**config.mk**
```make
export PLATFORM = sky130hd
export DESIGN_NAME = instr_class_pipe
export DESIGN_NICKNAME = d
export VERILOG_FILES = /design/src/rtl/instr_class_pkg.sv /design/src/rtl/instr_class_dec.sv /design/src/rtl/instr_class_pipe.sv
export SDC_FILE = /design/constraint.sdc
export NUM_CORES = 1
export LEC_CHECK = 0
export BUFFER_PORTS_ARGS = -buffer_cell sky130_fd_sc_hd__buf_2
export CORE_MARGIN = 2
export CORE_UTILIZATION = 45
export DETAILED_ROUTE_END_ITERATION = 7
export GPL_TIMING_DRIVEN = 0
export PLACE_DENSITY = 0.66
export SYNTH_ARGS = -nofsm -noshare
export SYNTH_HDL_FRONTEND = slang
export SYNTH_SLANG_ARGS = --single-unit
```
**constraint.sdc**
```tcl
create_clock -name clk -period 7.5 [get_ports clk]
set_input_delay 0.75 -clock clk [delete_from_list [all_inputs] [get_ports clk]]
set_output_delay 0.75 -clock clk [all_outputs]
set_load 0.02 [all_outputs]
```
**src/rtl/instr_class_pkg.sv**
```systemverilog
// Shared codes for the MIPS instruction classifier: type/subclass
// encodings, opcode/funct constants and opcode group helpers.
package instr_class_pkg;

   localparam logic [1:0] TYPE_R   = 2'b00;
   localparam logic [1:0] TYPE_I   = 2'b01;
   localparam logic [1:0] TYPE_J   = 2'b10;
   localparam logic [1:0] TYPE_ILL = 2'b11;

   localparam logic [2:0] SUB_ALU     = 3'd0;
   localparam logic [2:0] SUB_ALUI    = 3'd1;
   localparam logic [2:0] SUB_LOAD    = 3'd2;
   localparam logic [2:0] SUB_STORE   = 3'd3;
   localparam logic [2:0] SUB_BRANCH  = 3'd4;
   localparam logic [2:0] SUB_JUMP    = 3'd5;
   localparam logic [2:0] SUB_LINK    = 3'd6;
   localparam logic [2:0] SUB_ILLEGAL = 3'd7;

   localparam logic [5:0] OP_RTYPE = 6'b000000;
   localparam logic [5:0] OP_J     = 6'b000010;
   localparam logic [5:0] OP_JAL   = 6'b000011;
   localparam logic [5:0] OP_BEQ   = 6'b000100;
   localparam logic [5:0] OP_BNE   = 6'b000101;
   localparam logic [5:0] OP_BLEZ  = 6'b000110;
   localparam logic [5:0] OP_BGTZ  = 6'b000111;
   localparam logic [5:0] OP_LB    = 6'b100000;
   localparam logic [5:0] OP_LH    = 6'b100001;
   localparam logic [5:0] OP_LW    = 6'b100011;
   localparam logic [5:0] OP_LBU   = 6'b100100;
   localparam logic [5:0] OP_LHU   = 6'b100101;
   localparam logic [5:0] OP_SB    = 6'b101000;
   localparam logic [5:0] OP_SH    = 6'b101001;
   localparam logic [5:0] OP_SW    = 6'b101011;

   localparam logic [5:0] FN_JR   = 6'b001000;
   localparam logic [5:0] FN_JALR = 6'b001001;

   function automatic logic is_branch(input logic [5:0] op);
      return op inside {OP_BEQ, OP_BNE, OP_BLEZ, OP_BGTZ};
   endfunction

   // Immediate ALU ops occupy the whole 001xxx opcode block.
   function automatic logic is_alui(input logic [5:0] op);
      return op[5:3] == 3'b001;
   endfunction

   function automatic logic is_load(input logic [5:0] op);
      return op inside {OP_LB, OP_LH, OP_LW, OP_LBU, OP_LHU};
   endfunction

   function automatic logic is_store(input logic [5:0] op);
      return op inside {OP_SB, OP_SH, OP_SW};
   endfunction

endpackage

```
**src/rtl/instr_class_dec.sv**
```systemverilog
// Combinational MIPS classifier: instruction word -> major type and
// subclass. Shared with the single-cycle datapaths.
module instr_class_dec
   import instr_class_pkg::*;
(
   input  logic [31:0] instr,
   output logic [1:0]  itype,
   output logic [2:0]  sub
);

   logic [5:0] op;
   logic [5:0] funct;
   logic       unused_bits;

   assign op          = instr[31:26];
   assign funct       = instr[5:0];
   assign unused_bits = ^instr[25:6];

   always_comb begin
      itype = TYPE_ILL;
      sub   = SUB_ILLEGAL;
      unique case (1'b1)
         op == OP_RTYPE: begin
            itype = TYPE_R;
            if (funct == FN_JR)
               sub = SUB_JUMP;
            else if (funct == FN_JALR)
               sub = SUB_LINK;
            else
               sub = SUB_ALU;
         end
         op == OP_J: begin
            itype = TYPE_J;
            sub   = SUB_JUMP;
         end
         op == OP_JAL: begin
            itype = TYPE_J;
            sub   = SUB_LINK;
         end
         is_branch(op): begin
            itype = TYPE_I;
            sub   = SUB_BRANCH;
         end
         is_alui(op): begin
            itype = TYPE_I;
            sub   = SUB_ALUI;
         end
         is_load(op): begin
            itype = TYPE_I;
            sub   = SUB_LOAD;
         end
         is_store(op): begin
            itype = TYPE_I;
            sub   = SUB_STORE;
         end
         default: ;
      endcase
   end

endmodule

```
**src/rtl/instr_class_pipe.sv**
```systemverilog
// Registered, valid/ready instruction classifier with per-type
// saturating occurrence counters for profiling.
module instr_class_pipe
   import instr_class_pkg::*;
#(
   parameter int CNT_WIDTH = 16,
   parameter int XLEN      = 32
) (
   input  logic                 clk,
   input  logic                 rst,
   input  logic                 in_valid,
   output logic                 in_ready,
   input  logic [XLEN-1:0]      instr,
   output logic                 out_valid,
   input  logic                 out_ready,
   output logic [XLEN-1:0]      out_instr,
   output logic [1:0]           out_type,
   output logic [2:0]           out_sub,
   input  logic                 clr_cnt,
   input  logic [1:0]           cnt_sel,
   output logic [CNT_WIDTH-1:0] cnt_val
);

   logic [1:0]           dec_type;
   logic [2:0]           dec_sub;
   logic                 xfer;
   logic                 hand;
   logic [CNT_WIDTH-1:0] cnt [4];

   instr_class_dec u_dec (
      .instr (instr[31:0]),
      .itype (dec_type),
      .sub   (dec_sub)
   );

   assign in_ready = !out_valid || out_ready;
   assign xfer     = in_valid && in_ready;
   assign hand     = out_valid && out_ready;

   always_ff @(posedge clk or posedge rst) begin
      if (rst) begin
         out_valid <= 1'b0;
         out_instr <= '0;
         out_type  <= TYPE_ILL;
         out_sub   <= SUB_ILLEGAL;
      end else if (xfer) begin
         out_valid <= 1'b1;
         out_instr <= instr;
         out_type  <= dec_type;
         out_sub   <= dec_sub;
      end else if (hand) begin
         out_valid <= 1'b0;
      end
   end

   // Counted on handoff so stalled results are not counted twice.
   always_ff @(posedge clk or posedge rst) begin
      if (rst) begin
         for (int i = 0; i < 4; i++)
            cnt[i] <= '0;
      end else if (clr_cnt) begin
         for (int i = 0; i < 4; i++)
            cnt[i] <= '0;
      end else if (hand && cnt[out_type] != '1) begin
         cnt[out_type] <= cnt[out_type] + 1'b1;
      end
   end

   assign cnt_val = cnt[cnt_sel];

endmodule
```
## Word level (Yosys, flattened, before mapping)

Index checks and enable logic that the tools add are counted.

- Register bits: 102
- Bits of input ports: 39
- Output and inout bits: 55
- Word-level logic and storage cells: 63

- Add/sub/neg operators: 1
- Order comparisons: 3
- Equality and inequality tests: 18
- Muxes and demuxes: 17
- Bitwise gates (word level): 2
- Reduce and logical (&&, ||, !) cells: 14

Operators with widths:

| operator | number |
|---|---|
| 64-bit two-way mux | 2 |
| 16-bit two-way mux | 5 |
| 16-bit binary-select mux with 2-bit select | 2 |
| 64-bit bitwise mux | 1 |
| 6-bit equality test (second input constant) | 8 |
| 16-bit demux with 2-bit select | 1 |
| 6-bit by 3-bit equality test with 1-bit output (second input constant) | 4 |
| 3-bit one-hot mux with 7 select lines | 1 |
| 16-bit by 1-bit adder with 16-bit output (second input constant) | 1 |
| 16-bit inequality test (second input constant) | 1 |
| 6-bit by 2-bit equality test with 1-bit output (second input constant) | 2 |
| 6-bit by 4-bit equality test with 1-bit output (second input constant) | 2 |
| 3-bit >= comparator (second input constant) | 2 |
| 6-bit zero test | 1 |
| 3-bit two-way mux | 2 |
| 2-bit inverter with 3-bit output | 2 |
| 2-bit one-hot mux with 3 select lines | 1 |
| 5-bit nonzero test | 1 |
| 1-bit logical AND | 4 |
| 2-bit nonzero test | 2 |
| 4-bit nonzero test | 1 |
| 4-bit OR reduction | 1 |
| 3-bit by 1-bit equality test with 1-bit output (second input constant) | 1 |
| 3-bit by 1-bit less-than comparator with 1-bit output (second input constant) | 1 |
| other kinds (5) | 6 |

## Depth between registers and ports, before layout

- Depth in word-level cells: 8
- Gate-level depth with buffers: 11
- Depth with buffers taken out: 6

## Modules after synthesis

Synthesis repeated with hierarchy kept, for this count alone.

- Cells, all modules: 410
- Area, all modules: 5,256.3 µm²

By module, submodules not included:

| module | instances | cells each | area an instance (µm²) | seq. area each (µm²) |
|---|---|---|---|---|
| instr_class_pipe | 1 | 382 | 5,063.6 | 2,558.7 |
| instr_class_dec | 1 | 28 | 192.7 | 0.0 |

## Worst setup path before layout

OpenSTA, ideal clock, no wires.

- Path kind: input to output
- From: in cnt_sel[0]
- To: out cnt_val[10]
- Data arrival time: 2.315 ns
- Slack: 4.435 ns
- Cell stages on the path: 3
- Path buffers: 2
- Cell sequence: clkbuf_1 > buf_1 > mux4_2

- Longest elaborated chain between the ends: 4

Ends and longest elaborated chain:

| what | RTL line | source |
|---|---|---|
| start, declared | instr_class_pipe.sv:20 | `input logic [1:0] cnt_sel,` |
| 2-bit inverter with 3-bit output (implied by the code) | instr_class_pipe.sv:69 | `assign cnt_val = cnt[cnt_sel];` |
| 16-bit binary-select mux with 2-bit select | instr_class_pipe.sv:69 |  |
| 16-bit two-way mux (implied by the code) (2 in series) | instr_class_pipe.sv:69 |  |
| end, declared | instr_class_pipe.sv:21 | `output logic [CNT_WIDTH-1:0] cnt_val` |

No other way between the ends. The select of a mux whose other input is x is not followed.

## Worst setup path after layout

- From: in cnt_sel[0]
- To: out cnt_val[14]

Same word-level chain as after synthesis.

==> impl_metrics.toml <==
[logic_synthesis]
synth.yosys.seq_area_share_pct = 46.9
syn-num-nets = 556
synthCells = 516
yosysTopAreaCell = "dfrtp_1"
postSynthAreaPerCell_sq_um = 10.6
yosysWarnings = 0
synth-edff-count = 0
postSynthRegisterBits = 102
ys.flop_type = "dfrtp_1"
ys_top_cells_by_area = "dfrtp_1, mux4_2, nand2_1"
synthMuxAreaShare_pct = 13.8
post_synth_xor_area_fraction_pct = 2.25
post-synth-top-count-cell = "nand2_1"
synth-adder-area-share_pct = 0.229
syn_area_sq_mm = 0.00545
synth_compound_area_share_pct = 14.8
ys_top_cells_by_count = "nand2_1, dfrtp_1, a21oi_1"
library_cells_used_by_synthesis = 48
synth-simple-area-share_pct = 16.7
asyncSetResetFlopFracSynth_pct = 100
post-synth-top-area-fraction_pct = 44.5
synth_top_family_by_area = "simple AND/OR/NAND/NOR gates"

[place]
dpl-instance-area_sq_mm = 0.00611
gp_congestion = 0.857
buffer_ports.inserted = 88
dp_hpwl_microns = 10400

[global_route]
overall_routing_resource_usage_pct = 24.9
grt_start_max_net_pins = 54
grt_pass1_vias = 4756
first_pass_grt_wire_length_microns = 24900
grt_antenna_before_repair = 0
grt_overflow = 0

[cells_and_area]
final_util_pct = 53.7
areaGrowthSynthToFinish_pct = 17.2
multiInputGateArea_sq_mm = 0.00261
nFillCells = 1084
ff_latch_area_sq_mm = 0.00256
layout-drive-gt1-share_pct = 27.1
antenna_cells = 0
nets_finish = 656
final_design_area_no_fill_sq_mm = 0.00639

[sta]
timing_worst_slew_pin_value_ns = 1.03
hold_viol = 0
final_period_minus_worst_setup_slack_ns = 3.58
rsz0062_at_grt = "false"
clock.fmax_mhz = 279
timing.setup.tns_ns = 0
setup-violations-final = 0
period_share_pct = 47.8
pins_over_their_slew_limit = 0
fin_skew_ns = 0.0107
max-slew-margin-rel_pct = 30.9

[min_path]
worst_hold_path.endpoint = "out_instr[26]"
hp-class = "register to register"
hold_depth = 2
worstHoldStart = "out_instr[26]"

[route]
routed_wire_length_per_instance_microns = 19.9
vias = 4679
postRouteWirelength_microns = 15300
antenna_violating_nets_post_route = 0
detail_route.drc_violations = 0
first_pass_iters = 5
post_drt_via_cell_ratio = 6.09
drtIter0Drc = 370

[setup_path]
cell_by_cell_listing_of_the_critical_path = "clkbuf_1 > buf_1 > mux4_2 > buf_2"
cp_top_family = "buffers and inverters"
critical_path.max_fanout = 10
critical_path_start_type = "input pin"
timing.rr.end = "cnt[22]"
required_time_of_the_worst_setup_path_ns = 6.75
worstPathArrival_ns = 2.83
reg2reg_slack_ns = 4.10
timing.critical_path.buf_inv = 3
criticalPathCategory = "input pin to primary output"
critical-path-max-stage-delay_ns = 0.80
slowest_stage = "buf_1"
worst_r2r_path_depth = 10
critPathCaptureType = "primary output"
critical_path.reg2reg.startpoint = "out_type[1]"

[clocking]
cts.path.max_buffers = 2
worst_setup_hold_path_clk_slew_ns = 0.07
cts_buffers = 9
cts.sink_count = 102
clk-insertion-delay-late_ns = 0.36
post-cts-setup-buffers = 0
cts.htree.levels = 3
root_buffer = "clkbuf_16"
tritoncts = "yes"
ctsResizeCount = 0
hold_bufs_at_cts = 0

[power_and_ir_drop]
power_density_mw_per_mm2 = 218
intPower_uw = 959
power.sequential.fraction_pct = 45.4
leakagePower_nw = 2.88
pwr-share-clk_pct = 32.5
max-vdd-ir-drop_mv = 0.114
pwr-share-comb_pct = 22.1
total_switching_power_uw = 433
power.share.switching_pct = 31.1
design_power_total_mw = 1.39

[floorplan]
die_area_sq_mm = 0.0130
die_w_microns = 114
rows = 40
io-pin-count = 94
die_height_microns = 114
floorplan.core_area_sq_mm = 0.0119
floorplan.initialDensity_pct = 45.8

[outcome]
status = "finished, final reports clean"

[flow_run]
maxCapViolCount = 0
[power groups by stage]
stage                     clock network (mW)  logic [mW]  registers [mW]
after global placement                     0       0.299           0.637
after CTS                              0.460       0.309           0.631
final                                  0.452       0.308           0.632
after floorplan                            0       0.178           0.668
after global routing                   0.484       0.335           0.637
after detailed placement                   0       0.308           0.639
[metrics by stage]
step	setup slack [ns]	hold slack, ns	cells
floorplan	4.08	0.526	516
global placement	2.92	0.452	751
detailed placement	3.84	0.458	752
CTS	3.84	0.476	768
global route	3.68	0.506	768
finish	3.92	0.471	768
[layer usage]
layer	vias to the layer above	global-route usage [%]	part of all wire [%]
li1	2098	-	-
met1	2308	33.5	41
met2	239	38.7	47
met3	34	5.35	8.3
met4	0	11.9	3.2
met5	-	0	0
[worst register-to-register path, cell delays in order (launching register included)]
cell and delay [ns]:
dfstp_2 0.53, buf_2 0.25, buf_2 0.34, buf_2 0.27
mux4_2 0.24, ha_1 0.23, nand4_2 0.22, nor4_4 0.62
nor2_2 0.12, buf_6 0.18, a211oi_1 0.29
[registers in the layout, indices dropped and copies added, names as in the netlist]
register / count
out_type: 2
cnt: 64
out_valid: 1
out_instr: 32
out_sub: 3
[layout make-up]
class                           count  area share, %
Clock buffer                       11           3.95
Sequential cell                   102           40.0
Timing Repair Buffer               89           7.32
Multi-Input combinational cell    367           40.8
Inverter                            3          0.215
Clock inverter                      5          0.509
Buffer                             44           4.33
Tap cell                          147           2.88
[cell families after synthesis]
family,after synthesis
compound gates,132
xor+xnor,14
fa+ha+maj,1
buf+inv,47
flops,102
mux,33
simple gates,187
[cells in the final DEF, fill, tap and decap left out, drive strengths merged, types with 2 or more instances in the layout]
cell / count
clkinv: 4
nor2b: 2
or3: 5
dfrtp: 97
nor3: 31
nand4b: 2
nor4: 5
dfstp: 5
nor2: 11
nand4: 5
nand2b: 5
o21ai: 12
nor4b: 2
clkbuf: 34
xor2: 3
a211oi: 44
nand2: 103
inv: 4
nor3b: 2
xnor2: 11
mux4: 32
buf: 110
a21oi: 67
nand3: 10
[worst max path at each step]
stage | start | end | cells after the start
3_5_place_dp | cnt_sel[0] | cnt_val[14] | 4
6_report | cnt_sel[0] | cnt_val[14] | 4
2_1_floorplan | rst | cnt[0] | 1
3_3_place_gp | rst | cnt[18] | 2
4_1_cts | cnt_sel[0] | cnt_val[14] | 4
5_1_grt | cnt_sel[0] | cnt_val[13] | 4
Note: power is estimated with default switching activity, not from simulation.
